File: config.mk
export PLATFORM = sky130hd
export DESIGN_NAME = vhazard_scoreboard
export DESIGN_NICKNAME = d
export VERILOG_FILES = /design/src/rtl/vrvv_pkg.sv /design/src/rtl/vhazard_entry.sv /design/src/rtl/vhazard_scoreboard.sv
export SDC_FILE = /design/constraint.sdc
export NUM_CORES = 1
export LEC_CHECK = 0
export ABC_AREA = 1
export BUFFER_PORTS_ARGS = -buffer_cell sky130_fd_sc_hd__buf_2
export CAP_MARGIN = 20
export CORE_MARGIN = 1
export CORE_UTILIZATION = 60
export CTS_CLUSTER_DIAMETER = 120
export CTS_CLUSTER_SIZE = 16
export DETAILED_ROUTE_END_ITERATION = 8
export GPL_ROUTABILITY_DRIVEN = 0
export PLACE_DENSITY_LB_ADDON = 0.12
export SYNTH_ARGS = -nofsm -noshare
export SYNTH_HDL_FRONTEND = slang
export SYNTH_SLANG_ARGS = --single-unit
File: constraint.sdc
create_clock -name clock -period 5.1 [get_ports clock]
set_input_delay 1.02 -clock clock [delete_from_list [all_inputs] [get_ports clock]]
set_output_delay 1.02 -clock clock [all_outputs]
set_load 0.01 [all_outputs]
File: src/rtl/vrvv_pkg.sv
// Shared vector-register constants and types for the vector pipeline blocks.
package vrvv_pkg;
    localparam int NUM_VREGS = 32;
    localparam int VRIDX_W   = 5;
    localparam int LAT_W     = 3;

    localparam int LAT_VALU  = 1;
    localparam int LAT_VLOAD = 2;
    localparam int LAT_VMUL  = 3;

    typedef logic [VRIDX_W-1:0] vreg_idx_t;
    typedef logic [LAT_W-1:0]   vlat_t;

    // A zero latency still needs one cycle to reach the bypass path.
    function automatic vlat_t clampLat(input vlat_t lat);
        return (lat == '0) ? vlat_t'(1) : lat;
    endfunction
endpackage

File: src/rtl/vhazard_entry.sv
// One scoreboard slot: pending flag plus latency countdown for a single vector register.
module vhazard_entry
    import vrvv_pkg::*;
(
    input  logic  clock,
    input  logic  reset,
    input  logic  alloc,
    input  vlat_t allocLat,
    input  logic  clear,
    output logic  pend,
    output logic  busy
);
    vlat_t cnt;

    always_ff @(posedge clock or posedge reset) begin
        if (reset) begin
            pend <= 1'b0;
            cnt  <= '0;
        end else if (alloc) begin
            pend <= 1'b1;
            cnt  <= allocLat;
        end else if (clear) begin
            pend <= 1'b0;
            cnt  <= '0;
        end else if (cnt != '0) begin
            cnt  <= cnt - vlat_t'(1);
        end
    end

    // The consumer in ID reads its operand one edge later, after this cycle's
    // decrement, so a count of 1 is already bypassable by then.
    assign busy = pend && (cnt > vlat_t'(1));
endmodule

File: src/rtl/vhazard_scoreboard.sv
// Vector RAW/WAW hazard scoreboard beside the ID/EX register.
// Optional VHAZARD_STATS_EN adds a saturating stall_cycles counter output.
module vhazard_scoreboard
    import vrvv_pkg::*;
(
    input  logic                 clock,
    input  logic                 reset,
    input  logic                 id_valid,
    input  logic [VRIDX_W-1:0]   id_vrs1,
    input  logic [VRIDX_W-1:0]   id_vrs2,
    input  logic                 id_uses_vrs1,
    input  logic                 id_uses_vrs2,
    input  logic                 id_writes_vrd,
    input  logic [VRIDX_W-1:0]   id_vrd,
    input  logic [LAT_W-1:0]     id_lat,
    input  logic                 id_flush,
    input  logic                 wb_valid,
    input  logic [VRIDX_W-1:0]   wb_vrd,
    output logic                 id_ready,
    output logic                 stall_vrs1,
    output logic                 stall_vrs2,
`ifdef VHAZARD_STATS_EN
    output logic [31:0]          stall_cycles,
`endif
    output logic [NUM_VREGS-1:0] pending_vec
);
    logic [NUM_VREGS-1:0] busyVec;
    logic                 waw;
    logic                 issue;
    vlat_t                allocLat;

    assign stall_vrs1 = id_valid & id_uses_vrs1  & busyVec[id_vrs1];
    assign stall_vrs2 = id_valid & id_uses_vrs2  & busyVec[id_vrs2];
    assign waw        = id_valid & id_writes_vrd & busyVec[id_vrd];
    assign id_ready   = ~(stall_vrs1 | stall_vrs2 | waw);
    assign issue      = id_valid & id_ready & ~id_flush;
    assign allocLat   = clampLat(id_lat);

    genvar i;
    generate
        for (i = 0; i < NUM_VREGS; i++) begin : gEntry
            logic allocHit;
            logic clearHit;
            assign allocHit = issue & id_writes_vrd & (id_vrd == vreg_idx_t'(i));
            assign clearHit = wb_valid & (wb_vrd == vreg_idx_t'(i));

            vhazard_entry uEntry (
                .clock    (clock),
                .reset    (reset),
                .alloc    (allocHit),
                .allocLat (allocLat),
                .clear    (clearHit),
                .pend     (pending_vec[i]),
                .busy     (busyVec[i])
            );
        end
    endgenerate

`ifdef VHAZARD_STATS_EN
    // Flushed instructions are not counted even while they see a hazard.
    always_ff @(posedge clock or posedge reset) begin
        if (reset)
            stall_cycles <= '0;
        else if (id_valid & ~id_ready & ~id_flush & (stall_cycles != 32'hFFFF_FFFF))
            stall_cycles <= stall_cycles + 32'd1;
    end
`endif
endmodule

==> summary.md <==
| Metric | Value |
|---|---|
| Final min period | `3.804 ns` |
| PD cells | `516.3 nW/um^2` |
| Final slew viol count | `0` |
| First-pass GRT wire length | `56850 um` |
| Synth top area cells | `dfrtp_1, nand2_1, nand4_1` |
| GRT overflow | `0` |
| First-pass DRT Iterations | `6` |
| WP data required | `4.08 ns` |
| Largest net degree at the start of global routing | `129` |
| Sw Share | `46.51%` |
| Number of synthesized flops with an enable pin | `0` |
| Max cap viols | `0` |
| Layout Skew | `0.01041 ns` |
| Max clock buf depth | `2` |
| Final #Nets | `1995` |
| Outcome | `complete, no violations` |
| Unrepaired setup endpoints after global routing | `no` |
| CTS tree | `done` |
| N_diodes | `0` |
| Die X | `146.3 um` |
| Yosys cell types | `30` |
| Wire per inst | `16.31 um` |
| Die Span Y | `146.3 um` |
| Yosys top cell by area | `dfrtp_1` |
| CP Data Arrival Time | `2.78 ns` |
| Final WL | `35040 um` |
| Mapped Cells | `1863` |
| Core ar. | `20300 um^2` |
| Total design power | `6818 uW` |
| Logic pwr share | `55.8%` |
| Fmax achieved | `262.9 MHz` |
| Lkg Pwr | `0.007517 uW` |
| Period utilization | `74.58%` |
| Final setup viols | `0` |
| CP Class | `primary input to output pin` |
| Layout cell share with drive strength beyond 1 | `11.66%` |
| Final ANT Viol Nets | `0` |
| Htree depth | `4` |
| Crit start category | `primary input` |
| Total GRT Usage | `33.60%` |
| PortBufs | `65` |
| Top cell type's share of synthesized area | `25.64%` |
| Max_slew headroom | `31.25%` |
| Clock power frac | `17.1%` |
| Maximum vdd drop | `0.3382 mV` |
| Most frequent cell after synthesis | `nand2_1` |
| CTS sink cnt | `128` |
| Full die area | `21400 um^2` |
| Synth-to-Final Area Change | `5.719%` |
| Syn Nets | `1989` |
| CP Capture Type | `output pin` |
| List of most frequent post-synthesis cells | `nand2_1, inv_1, nand4_1` |
| Post-synthesis sequential area ratio | `25.64%` |
| Internal Power | `3647 uW` |
| Slew at the pin closest to its max-slew limit | `1.031 ns` |
| Hold Path Class | `flop to flop` |
| Top_reg_cell synth | `dfrtp_1` |
| Cell Rows | `52` |
| Crit path max fanout | `17` |
| Post-DP HPWL | `24290 um` |
| Proportion of power drawn by flip-flops and latches | `27.0%` |
| Synthesized area | `12490 um^2` |
| Post-CTS Setup Bufs | `0` |
| CTS resizes | `0` |
| Vias in the first global route | `11.09k` |
| Clk_lat worst skew | `0.43 ns` |
| Starting Density | `61.54%` |
| Synthesis Warnings | `0` |
| Mean Syn Cell Area | `6.705 um^2` |
| Setup TNS Final | `0 ns` |
| DRT iter0 DRCs | `1020` |
| Total CTS buffers | `17` |
| CTS Hold Bufs | `0` |
| Reg clk slew, reported paths | `0.06 ns` |
| CTS root buf | `clkbuf_16` |
| Fraction of registers with async set/reset | `100.0%` |
| Vias per cell | `5.585` |
| Fin. Hold Viols | `0` |
| Sw Pwr | `3171 uW` |
| Flops & latches, synth | `128` |
| Via count | `12.00k` |
| Drc violations | `0` |
| IO Pins | `66` |
| Antenna violations before repair | `0` |
[cell usage in the layout (no fill, tap or decap), drive strengths merged]
cell type and count:
clkinv 5, nor2 158, clkinvlp 1, xor2 25, dfrtp 128, nand2 619
xnor2 7, nor3 12, nand4 232, nand3 140, inv 328, o21bai 1
or2 26, a21oi 6, clkbuf 22, ha 95, bufinv 1, buf 73
[state kept, by name, summed over array words and instances (netlist names)]
register	flops
gEntry.uEntry.cnt	96
gEntry.uEntry.pend	32
[layout make-up]
cell class | instances | area, um^2
multi-input cells | 1321 | 7490
flip-flops and latches | 128 | 3203
fillers | 1881 | 7093
clock buffers | 22 | 474.2
clock inverters | 7 | 62.56
well taps | 270 | 337.8
inverters | 328 | 1241
repair buffers | 73 | 397.9
[power by group through the flow]
stage	logic [uW]	registers [uW]	clock network (uW)
2_1_floorplan	3130	1740	0
3_3_place_gp	3640	1840	0
3_5_place_dp	3750	1840	0
4_1_cts	3800	1830	1180
5_1_grt	4470	1890	1210
6_report	3810	1840	1170
[critical path: stages]
cell	delay, ns
buf_2	0.36
inv_4	0.18
nand4_1	0.15
nand3_1	0.09
nand3_1	0.10
nand3_1	0.08
nand2_1	0.07
nand2_1	0.08
nand3_4	0.29
nand2_2	0.11
nor2_4	0.09
buf_2	0.15
[layer usage]
layer,vias to the layer above,track usage (%),share of wire [%]
met5,-,0,0
met4,0,12.76,3.0
met3,70,6.281,8.1
met2,500,53.95,46
met1,5523,44.90,43
li1,5909,-,-
[path summary, 6_finish.rpt]
kind                                         start                  endpoint  slack [ns]  depth (start not counted)
min in group asynchronous                    reset   gEntry[4].uEntry.cnt[1]        0.56                          2
min reg2reg                  gEntry[7].uEntry.pend     gEntry[7].uEntry.pend        0.51                          2
max                                     id_vrs1[0]                  id_ready        1.30                         12
max reg2reg                gEntry[7].uEntry.cnt[1]  gEntry[25].uEntry.cnt[0]        1.84                         19
min                          gEntry[7].uEntry.pend     gEntry[7].uEntry.pend        0.51                          2
max in group asynchronous                    reset  gEntry[11].uEntry.cnt[2]        3.49                          3
[kinds of logic (layout without fill, tap and decap cells)]
logic type,after synthesis,after routing,synth area share [%]
and+or+nand+nor,1187,1187,47.69
buffers and inverters,414,430,14.49
DFF,128,128,25.64
adders and majority gates,95,95,9.515
xor gates and xnor gates,32,32,2.244
AOI/OAI and AO/OA,7,7,0.4207
[metrics by stage]
stage                     instance area [um^2]  setup WS [ns]  hold WS (ns)  util (%)  instances
after floorplan                          12490         0.6674        0.4737         -       1863
after global placement                   12670          1.310        0.4887     62.41       2120
after detailed placement                 12670          1.245        0.4945     62.41       2120
after CTS                                13210          1.356        0.5091     65.06       2149
after global routing                     13210          1.200        0.5358     65.06       2149
final                                    13210          1.296        0.5081     65.06       2149
No activity file was read; power rests on OpenSTA's default activity.
